## src/rtl/cordic_atan2_seq_if.sv

```systemverilog
// Handshake and operand bundle for the sequential CORDIC atan2 engine.
// The requester owns start and the operands. The engine owns status and results.
interface cordic_atan2_seq_if #(
  parameter int WIDTH = 32,
  parameter int AW    = 32
) ();
  logic                    start;
  logic signed [WIDTH-1:0] x_in;
  logic signed [WIDTH-1:0] y_in;
  logic                    busy;
  logic                    done;
  logic signed [AW-1:0]    angle;
  logic        [WIDTH+1:0] mag;

  modport master (
    output start, x_in, y_in,
    input  busy, done, angle, mag
  );

  modport slave (
    input  start, x_in, y_in,
    output busy, done, angle, mag
  );
endinterface

```

## src/rtl/cordic_atan2_seq.sv

```systemverilog
// Sequential CORDIC vectoring engine: four-quadrant atan2(y, x) in degrees
// plus K-scaled magnitude, one micro-rotation per clock, start/busy/done.
module cordic_atan2_seq #(
  parameter int WIDTH = 32,
  parameter int AW    = 32,
  parameter int ITER  = 16
) (
  input  logic              clk,
  input  logic              rst,
  cordic_atan2_seq_if.slave bus
);

  localparam int XW   = WIDTH + 2;   // headroom for negation and CORDIC gain
  localparam int FRAC = AW - 10;     // angle fraction bits

  localparam logic signed [AW-1:0] Z_90 = AW'(longint'(90) <<< FRAC);

  if (ITER < 8 || ITER > 24) begin : g_iter_check
    $error("cordic_atan2_seq: ITER=%0d outside legal range 8..24", ITER);
  end

  // atan(2^-i) in degrees; rounded to the angle grid below.
  function automatic real atan_deg(input int i);
    case (i)
      0:       atan_deg = 45.0;
      1:       atan_deg = 26.56505117707799;
      2:       atan_deg = 14.036243467926479;
      3:       atan_deg = 7.125016348901798;
      4:       atan_deg = 3.5763343749973511;
      5:       atan_deg = 1.7899106082460694;
      6:       atan_deg = 0.8951737102110744;
      7:       atan_deg = 0.4476141708605531;
      8:       atan_deg = 0.2238105003685381;
      9:       atan_deg = 0.1119056770662069;
      10:      atan_deg = 0.0559528918938037;
      11:      atan_deg = 0.0279764526170037;
      12:      atan_deg = 0.0139882271422650;
      13:      atan_deg = 0.0069941136753529;
      14:      atan_deg = 0.0034970568507040;
      15:      atan_deg = 0.0017485284269804;
      16:      atan_deg = 0.0008742642136938;
      17:      atan_deg = 0.0004371321068723;
      18:      atan_deg = 0.0002185660534393;
      19:      atan_deg = 0.0001092830267201;
      20:      atan_deg = 0.0000546415133601;
      21:      atan_deg = 0.0000273207566800;
      22:      atan_deg = 0.0000136603783400;
      23:      atan_deg = 0.0000068301891700;
      default: atan_deg = 0.0;
    endcase
  endfunction

  // Constant angle table. It is padded to 32 entries so the 5-bit counter
  // indexes it without a range hole.
  logic signed [AW-1:0] atan_tab [32];
  for (genvar g = 0; g < 32; g++) begin : g_atan
    localparam real SCALED = $floor(atan_deg(g) * (2.0 ** FRAC) + 0.5);
    assign atan_tab[g] = AW'(longint'(SCALED));
  end

  typedef enum logic {IDLE = 1'b0, RUN = 1'b1} state_t;

  state_t               state, state_nxt;
  logic [4:0]           iter_cnt;
  logic                 last_iter, accept, finish, busy_c;
  logic                 done_r, zero_r;
  logic signed [XW-1:0] x_r, y_r, x_ext, y_ext;
  logic signed [XW-1:0] x_cap, y_cap, x_sh, y_sh, x_nxt, y_nxt;
  logic signed [AW-1:0] z_r, z_cap, z_nxt, angle_r;
  logic        [XW-1:0] mag_r;

  assign x_ext     = {{2{bus.x_in[WIDTH-1]}}, bus.x_in};
  assign y_ext     = {{2{bus.y_in[WIDTH-1]}}, bus.y_in};
  assign last_iter = (iter_cnt == 5'(ITER - 1));

  // State register.
  // NOTE: sequential state uses non-blocking assignments so every register
  // samples pre-edge values regardless of statement order.
  always_ff @(posedge clk) begin
    if (rst) state <= IDLE;
    else     state <= state_nxt;
  end

  // Next-state logic: start is only looked at in IDLE; RUN ends on the last iteration.
  // NOTE: default assignment first so no path leaves state_nxt unassigned (no latch).
  always_comb begin
    state_nxt = state;
    case (state)
      IDLE:    if (bus.start) state_nxt = RUN;
      RUN:     if (last_iter) state_nxt = IDLE;
      default: state_nxt = IDLE;
    endcase
  end

  // FSM outputs: busy indication, operand capture strobe, completion strobe.
  always_comb begin
    busy_c = (state == RUN);
    accept = (state == IDLE) && bus.start;
    finish = (state == RUN) && last_iter;
  end

  // Pre-rotation: fold the left half-plane into x >= 0 by a +/-90 degree turn.
  always_comb begin
    x_cap = x_ext;
    y_cap = y_ext;
    z_cap = '0;
    if (x_ext[XW-1]) begin
      if (!y_ext[XW-1]) begin
        x_cap = y_ext;
        y_cap = -x_ext;
        z_cap = Z_90;
      end else begin
        x_cap = -y_ext;
        y_cap = x_ext;
        z_cap = -Z_90;
      end
    end
  end

  // One vectoring micro-rotation that drives y toward zero.
  always_comb begin
    x_sh = x_r >>> iter_cnt;
    y_sh = y_r >>> iter_cnt;
    if (!y_r[XW-1]) begin
      x_nxt = x_r + y_sh;
      y_nxt = y_r - x_sh;
      z_nxt = z_r + atan_tab[iter_cnt];
    end else begin
      x_nxt = x_r - y_sh;
      y_nxt = y_r + x_sh;
      z_nxt = z_r - atan_tab[iter_cnt];
    end
  end

  // Datapath: capture on accept, iterate in RUN, publish results on the last iteration.
  always_ff @(posedge clk) begin
    if (rst) begin
      x_r      <= '0;
      y_r      <= '0;
      z_r      <= '0;
      iter_cnt <= '0;
      zero_r   <= 1'b0;
      angle_r  <= '0;
      mag_r    <= '0;
      done_r   <= 1'b0;
    end else begin
      done_r <= 1'b0;
      if (accept) begin
        x_r      <= x_cap;
        y_r      <= y_cap;
        z_r      <= z_cap;
        iter_cnt <= '0;
        // With y stuck at zero the iterations would still add up the whole
        // table, so the origin is flagged and reported as 0 degrees.
        zero_r   <= (bus.x_in == '0) && (bus.y_in == '0);
      end else if (busy_c) begin
        x_r      <= x_nxt;
        y_r      <= y_nxt;
        z_r      <= z_nxt;
        iter_cnt <= iter_cnt + 5'd1;
        if (finish) begin
          angle_r <= zero_r ? '0 : z_nxt;
          mag_r   <= x_nxt;
          done_r  <= 1'b1;
        end
      end
    end
  end

  assign bus.busy  = busy_c;
  assign bus.done  = done_r;
  assign bus.angle = angle_r;
  assign bus.mag   = mag_r;

endmodule

```

## src/flat_wrapper.sv

```systemverilog
// flat-port wrapper written by rule: the top's interface ports become plain ports
module cordic_atan2_seq_flat 
#(
  parameter int WIDTH = 32,
  parameter int AW    = 32,
  parameter int ITER  = 16
)
  (clk, rst, bus_start, bus_x_in, bus_y_in, bus_busy, bus_done, bus_angle, bus_mag);
  cordic_atan2_seq_if #(.WIDTH(WIDTH), .AW(AW)) bus_i ();
  input  logic clk;
  input  logic rst;
  input wire logic [$bits(bus_i.start)-1:0] bus_start;
  input wire logic [$bits(bus_i.x_in)-1:0] bus_x_in;
  input wire logic [$bits(bus_i.y_in)-1:0] bus_y_in;
  output wire logic [$bits(bus_i.busy)-1:0] bus_busy;
  output wire logic [$bits(bus_i.done)-1:0] bus_done;
  output wire logic [$bits(bus_i.angle)-1:0] bus_angle;
  output wire logic [$bits(bus_i.mag)-1:0] bus_mag;
  assign bus_i.start = bus_start;
  assign bus_i.x_in = bus_x_in;
  assign bus_i.y_in = bus_y_in;
  assign bus_busy = bus_i.busy;
  assign bus_done = bus_i.done;
  assign bus_angle = bus_i.angle;
  assign bus_mag = bus_i.mag;
  cordic_atan2_seq #(.WIDTH(WIDTH), .AW(AW), .ITER(ITER)) u_core (.clk(clk), .rst(rst), .bus(bus_i));
endmodule
```

## config.mk

```make
export PLATFORM = sky130hd
export DESIGN_NAME = cordic_atan2_seq_flat
export DESIGN_NICKNAME = d
export VERILOG_FILES = /design/src/rtl/cordic_atan2_seq_if.sv /design/src/rtl/cordic_atan2_seq.sv /design/src/flat_wrapper.sv
export SDC_FILE = /design/constraint.sdc
export NUM_CORES = 1
export LEC_CHECK = 0
export ABC_AREA = 1
export CAP_MARGIN = 20
export CELL_PAD_IN_SITES_DETAIL_PLACEMENT = 0
export CELL_PAD_IN_SITES_GLOBAL_PLACEMENT = 1
export CORE_MARGIN = 3
export CORE_UTILIZATION = 46
export DETAILED_ROUTE_END_ITERATION = 12
export PLACE_DENSITY_LB_ADDON = 0.1
export SETUP_SLACK_MARGIN = 0.2
export SYNTH_ARGS = -nofsm -noshare
export SYNTH_HDL_FRONTEND = slang
export SYNTH_SLANG_ARGS = --single-unit
```

## constraint.sdc

```tcl
create_clock -name clk -period 14 [get_ports clk]
set_input_delay 1.4 -clock clk [delete_from_list [all_inputs] [get_ports clk]]
set_output_delay 1.4 -clock clk [all_outputs]
set_load 0.005 [all_outputs]
```

==> impl_metrics.prom <==
# TYPE chip_impl_metric gauge
chip_impl_metric{name="timing.clock.skew",unit="ns"} 0.0172
chip_impl_metric{name="drc",unit=""} 0
chip_impl_metric{name="via_count",unit=""} 24600
chip_impl_metric{name="crit_required",unit="ns"} 14.46
chip_impl_metric{name="clock_tree.htree_level_count",unit=""} 4
chip_impl_info{name="critical_path_class",value="flip-flop to flip-flop"} 1
chip_impl_metric{name="relSlewSlack",unit="%"} 34.1
chip_impl_metric{name="cts_made_buffers",unit=""} 17
chip_impl_metric{name="syn_area_per_cell",unit="sq um"} 5.68
chip_impl_metric{name="timing.max_cap.violations",unit=""} 0
chip_impl_metric{name="clk_pin_slew",unit="ns"} 0.08
chip_impl_info{name="hold_path_startpoint",value="u_core.bus.angle[12]"} 1
chip_impl_info{name="hp-class",value="flip-flop to flip-flop"} 1
chip_impl_metric{name="die_width",unit="microns"} 217
chip_impl_metric{name="drtIter0Drc",unit=""} 2630
chip_impl_metric{name="synthArstFlopShare",unit="%"} 0
chip_impl_metric{name="synth_largest_type_area_fraction",unit="%"} 19.0
chip_impl_metric{name="placement.cell_area",unit="sq um"} 22100
chip_impl_metric{name="maximum_vdd_ir_drop",unit="V"} 0.000140
chip_impl_metric{name="cts.repair_timing.setup_buffer_count",unit=""} 0
chip_impl_metric{name="clock_sink_count",unit=""} 174
chip_impl_info{name="worstReg2RegEnd",value="u_core.x_r[22]"} 1
chip_impl_metric{name="finalCoreUtilization",unit="%"} 52.1
chip_impl_metric{name="synth-seq-cells",unit=""} 174
chip_impl_info{name="crit_slowest_cell",value="sky130_fd_sc_hd__nor4_1"} 1
chip_impl_metric{name="postSynthCellCount",unit=""} 3616
chip_impl_info{name="synth_most_common_cell",value="sky130_fd_sc_hd__nand2_1"} 1
chip_impl_metric{name="nNetsFinal",unit=""} 3818
chip_impl_metric{name="final_period_minus_worst_setup_slack",unit="ns"} 6.30
chip_impl_metric{name="floorplan.initialDensity",unit="%"} 47.1
chip_impl_metric{name="route.detailed.vias_per_inst",unit=""} 5.82
chip_impl_metric{name="gp_congestion",unit=""} 1.03
chip_impl_metric{name="buffer_ports.inserted",unit=""} 134
chip_impl_info{name="netlist.top_cell.by_area",value="sky130_fd_sc_hd__nand2_1"} 1
chip_impl_metric{name="layout.filler_cells",unit=""} 4625
chip_impl_metric{name="hold_ws",unit="ns"} 0.464
chip_impl_info{name="status",value="finished clean"} 1
chip_impl_metric{name="netlist-cell-type-count",unit=""} 54
chip_impl_info{name="cts_root_buf",value="sky130_fd_sc_hd__clkbuf_16"} 1
chip_impl_metric{name="cell_area_synth",unit="sq um"} 20600
chip_impl_metric{name="finish.instance_area",unit="sq um"} 22700
chip_impl_metric{name="synth_seq_area_share",unit="%"} 16.9
chip_impl_metric{name="cts.path.max_buffers",unit=""} 2
chip_impl_metric{name="relative_area_change_from_synthesis_to_final_layout",unit="%"} 10.6
chip_impl_metric{name="groute.usage.overall",unit="%"} 35.5
chip_impl_metric{name="detail_route.wl_per_cell",unit="microns"} 20.3
chip_impl_metric{name="holdPathStages",unit=""} 2
chip_impl_metric{name="worst_case_register_to_register_setup_slack",unit="ns"} 7.70
chip_impl_metric{name="gr-total-overflow",unit=""} 0
chip_impl_metric{name="arrival",unit="ns"} 6.76
chip_impl_metric{name="final_antenna_net_count",unit=""} 0
chip_impl_metric{name="num_antenna_cells",unit=""} 0
chip_impl_info{name="netlist_top_cells_count",value="1043 x sky130_fd_sc_hd__nand2_1, 447 x sky130_fd_sc_hd__nand3_1, 354 x sky130_fd_sc_hd__inv_1"} 1
chip_impl_metric{name="min_period_over_period",unit="%"} 45.0
chip_impl_info{name="cp-end-kind",value="flip-flop"} 1
chip_impl_metric{name="worst_slack_at_placement",unit="ns"} 7.93
chip_impl_metric{name="dr.pass1.iters",unit=""} 9
chip_impl_metric{name="vias_in_the_first_global_route",unit=""} 22700
chip_impl_info{name="synth_ff_type",value="sky130_fd_sc_hd__dfxtp_1"} 1
chip_impl_metric{name="ff2ff_path_depth",unit=""} 28
chip_impl_metric{name="cts_hold_repair.buffers",unit=""} 0
chip_impl_metric{name="maximum_number_of_pins_on_one_net_before_global_route_repair",unit=""} 80
chip_impl_metric{name="synth_warnings",unit=""} 0
chip_impl_metric{name="worst_pin_slew",unit="ns"} 0.985
chip_impl_metric{name="slew_violations",unit=""} 0
chip_impl_info{name="netlist_top_cells_area",value="sky130_fd_sc_hd__nand2_1 19%, sky130_fd_sc_hd__dfxtp_1 17%, sky130_fd_sc_hd__nand3_1 11%, sky130_fd_sc_hd__a21oi_1 7.0%, sky130_fd_sc_hd__ha_1 6.9%"} 1
chip_impl_metric{name="synth_nets",unit=""} 3799
chip_impl_metric{name="global_route_wire_length_before_repair",unit="microns"} 131000
chip_impl_metric{name="dpl.hpwl",unit="microns"} 67400
chip_impl_metric{name="power.density_cell_area",unit="nW/um^2"} 165
chip_impl_metric{name="finalSetupViolations",unit=""} 0
chip_impl_metric{name="coreArea",unit="sq um"} 43600
chip_impl_metric{name="placementRows",unit=""} 76
chip_impl_metric{name="dieArea",unit="sq um"} 47300
chip_impl_metric{name="antenna_found_initial",unit=""} 1
chip_impl_metric{name="drt_wl_total",unit="microns"} 86100
chip_impl_metric{name="critical_path.max_stage_delay",unit="ns"} 0.73
chip_impl_metric{name="fmax",unit="MHz"} 159
chip_impl_metric{name="post-route-worst-setup-slack",unit="ns"} 7.70
chip_impl_info{name="timing.critical_path.mode_cell",value="sky130_fd_sc_hd__nand3_1"} 1
chip_impl_metric{name="cp_max_fo",unit=""} 78
chip_impl_metric{name="setup_total_negative_slack",unit="ns"} 0
chip_impl_metric{name="clk-insertion-delay-late",unit="ns"} 0.51
chip_impl_metric{name="drive_gt1_share",unit="%"} 3.26
chip_impl_metric{name="die-height",unit="microns"} 217
chip_impl_info{name="cts_tree",value="built"} 1
chip_impl_info{name="critPathLaunchType",value="flip-flop"} 1
chip_impl_info{name="timing.hold.worst_endpoint",value="u_core.bus.angle[12]"} 1
chip_impl_metric{name="cts.repair.resized",unit=""} 0
chip_impl_metric{name="static-leakage-power",unit="nW"} 11.1
chip_impl_metric{name="synth-edff-count",unit=""} 0
chip_impl_info{name="grt_setup_unrepaired",value="false"} 1
chip_impl_info{name="r2r-start",value="u_core.iter_cnt[2]"} 1
chip_impl_metric{name="final-hold-violation-count",unit=""} 0
chip_impl_metric{name="io_pins",unit=""} 135
==> sequential cells by signal, summed over array words and instances (netlist names) <==
| signal | cells |
|---|---|
| u_core.bus.angle | 32 |
| u_core.z_r | 32 |
| u_core.y_r | 34 |
| u_core.zero_r | 1 |
| u_core.bus.busy | 1 |
| u_core.iter_cnt | 5 |
| u_core.x_r | 34 |
| u_core.bus.mag | 34 |
| u_core.bus.done | 1 |
==> through the flow <==
step           std cells  total power, mW
3_3_place_gp        4201             3.16
3_5_place_dp        4201             3.17
4_1_cts             4233             3.69
5_1_grt             4233             4.04
6_report            4233             3.74
2_1_floorplan       3616             2.45
==> metal layers <==
layer	GRT usage [%]	vias up	share of wire [%]
li1	-	12000	-
met1	46.0	11200	42
met2	57.2	1160	45
met3	5.72	201	8.0
met4	17.9	0	5.5
met5	0	-	0
==> cell usage in the layout, fill, tap and decap left out, types with 4 or more instances in the layout <==
cell type	netlist	final
sky130_fd_sc_hd__a211oi_1	5	5
sky130_fd_sc_hd__a21o_1	14	14
sky130_fd_sc_hd__a21oi_1	286	286
sky130_fd_sc_hd__a31oi_1	40	40
sky130_fd_sc_hd__buf_4	11	29
sky130_fd_sc_hd__clkbuf_16	0	17
sky130_fd_sc_hd__clkdlybuf4s50_1	0	132
sky130_fd_sc_hd__clkinv_1	4	4
sky130_fd_sc_hd__clkinv_8	0	4
sky130_fd_sc_hd__dfxtp_1	174	170
sky130_fd_sc_hd__dfxtp_2	0	4
sky130_fd_sc_hd__ha_1	113	113
sky130_fd_sc_hd__inv_1	354	352
sky130_fd_sc_hd__inv_2	9	11
sky130_fd_sc_hd__inv_8	0	5
sky130_fd_sc_hd__nand2_1	1043	1042
sky130_fd_sc_hd__nand3_1	447	447
sky130_fd_sc_hd__nand3b_1	4	4
sky130_fd_sc_hd__nand4_1	23	23
sky130_fd_sc_hd__nor2_1	317	314
sky130_fd_sc_hd__nor2_2	7	9
sky130_fd_sc_hd__nor3_1	45	45
sky130_fd_sc_hd__nor4_1	18	18
sky130_fd_sc_hd__o211ai_1	46	46
sky130_fd_sc_hd__o21a_1	10	10
sky130_fd_sc_hd__o21ai_0	215	215
sky130_fd_sc_hd__o21ai_1	20	20
sky130_fd_sc_hd__o21bai_1	9	9
sky130_fd_sc_hd__o221ai_1	16	16
sky130_fd_sc_hd__o22ai_1	6	6
sky130_fd_sc_hd__o31ai_1	13	13
sky130_fd_sc_hd__or2_2	18	18
sky130_fd_sc_hd__xnor2_1	46	46
sky130_fd_sc_hd__xor2_1	119	119
==> critical path, delay by kind of cell (launching register included) <==
kind / cells / cell delay [ns]
and+or+nand+nor: 14 / 2.66
buffers and inverters: 7 / 1.53
AOI/OAI and AO/OA: 4 / 0.81
adders and majority gates: 2 / 0.51
xor gates and xnor gates: 1 / 0.33
DFF: 1 / 0.32
==> report_power, final <==
group	internal, mW	switching (mW)
Combinational	0.823	1.72
Clock	0.240	0.264
Sequential	0.564	0.129
Total	1.63	2.11
==> how the worst max path moves through the flow <==
stage | from | end | slack, ns
3_5_place_dp | u_core.iter_cnt[2] | u_core.x_r[22] | 7.93
5_1_grt | u_core.iter_cnt[2] | u_core.x_r[22] | 7.22
2_1_floorplan | u_core.iter_cnt[0] | u_core.z_r[29] | 9.62
4_1_cts | u_core.iter_cnt[2] | u_core.x_r[22] | 7.90
6_report | u_core.iter_cnt[2] | u_core.x_r[22] | 7.70
3_3_place_gp | u_core.iter_cnt[2] | u_core.x_r[22] | 7.96
==> area by class of cell <==
class | count | area (sq um) | share of cell area [%]
Tap cell | 585 | 732 | 3.22
Inverter | 368 | 1380 | 6.09
Clock buffer | 17 | 425 | 1.87
Multi-Input combinational cell | 2912 | 15000 | 65.9
Timing Repair Buffer | 162 | 1540 | 6.79
Clock inverter | 15 | 170 | 0.749
Sequential cell | 174 | 3490 | 15.3
==> kinds of logic (layout without fill, tap and decap cells) <==
group | after synthesis | in the layout | share of synthesized area (%)
simple gates | 1930 | 1930 | 39.3
compound gates | 701 | 701 | 19.3
buf+inv | 530 | 562 | 10.2
flops | 174 | 174 | 16.9
xor+xnor | 165 | 165 | 7.03
fa+ha+maj | 116 | 116 | 7.17
Power figures use the tool's default switching activity.
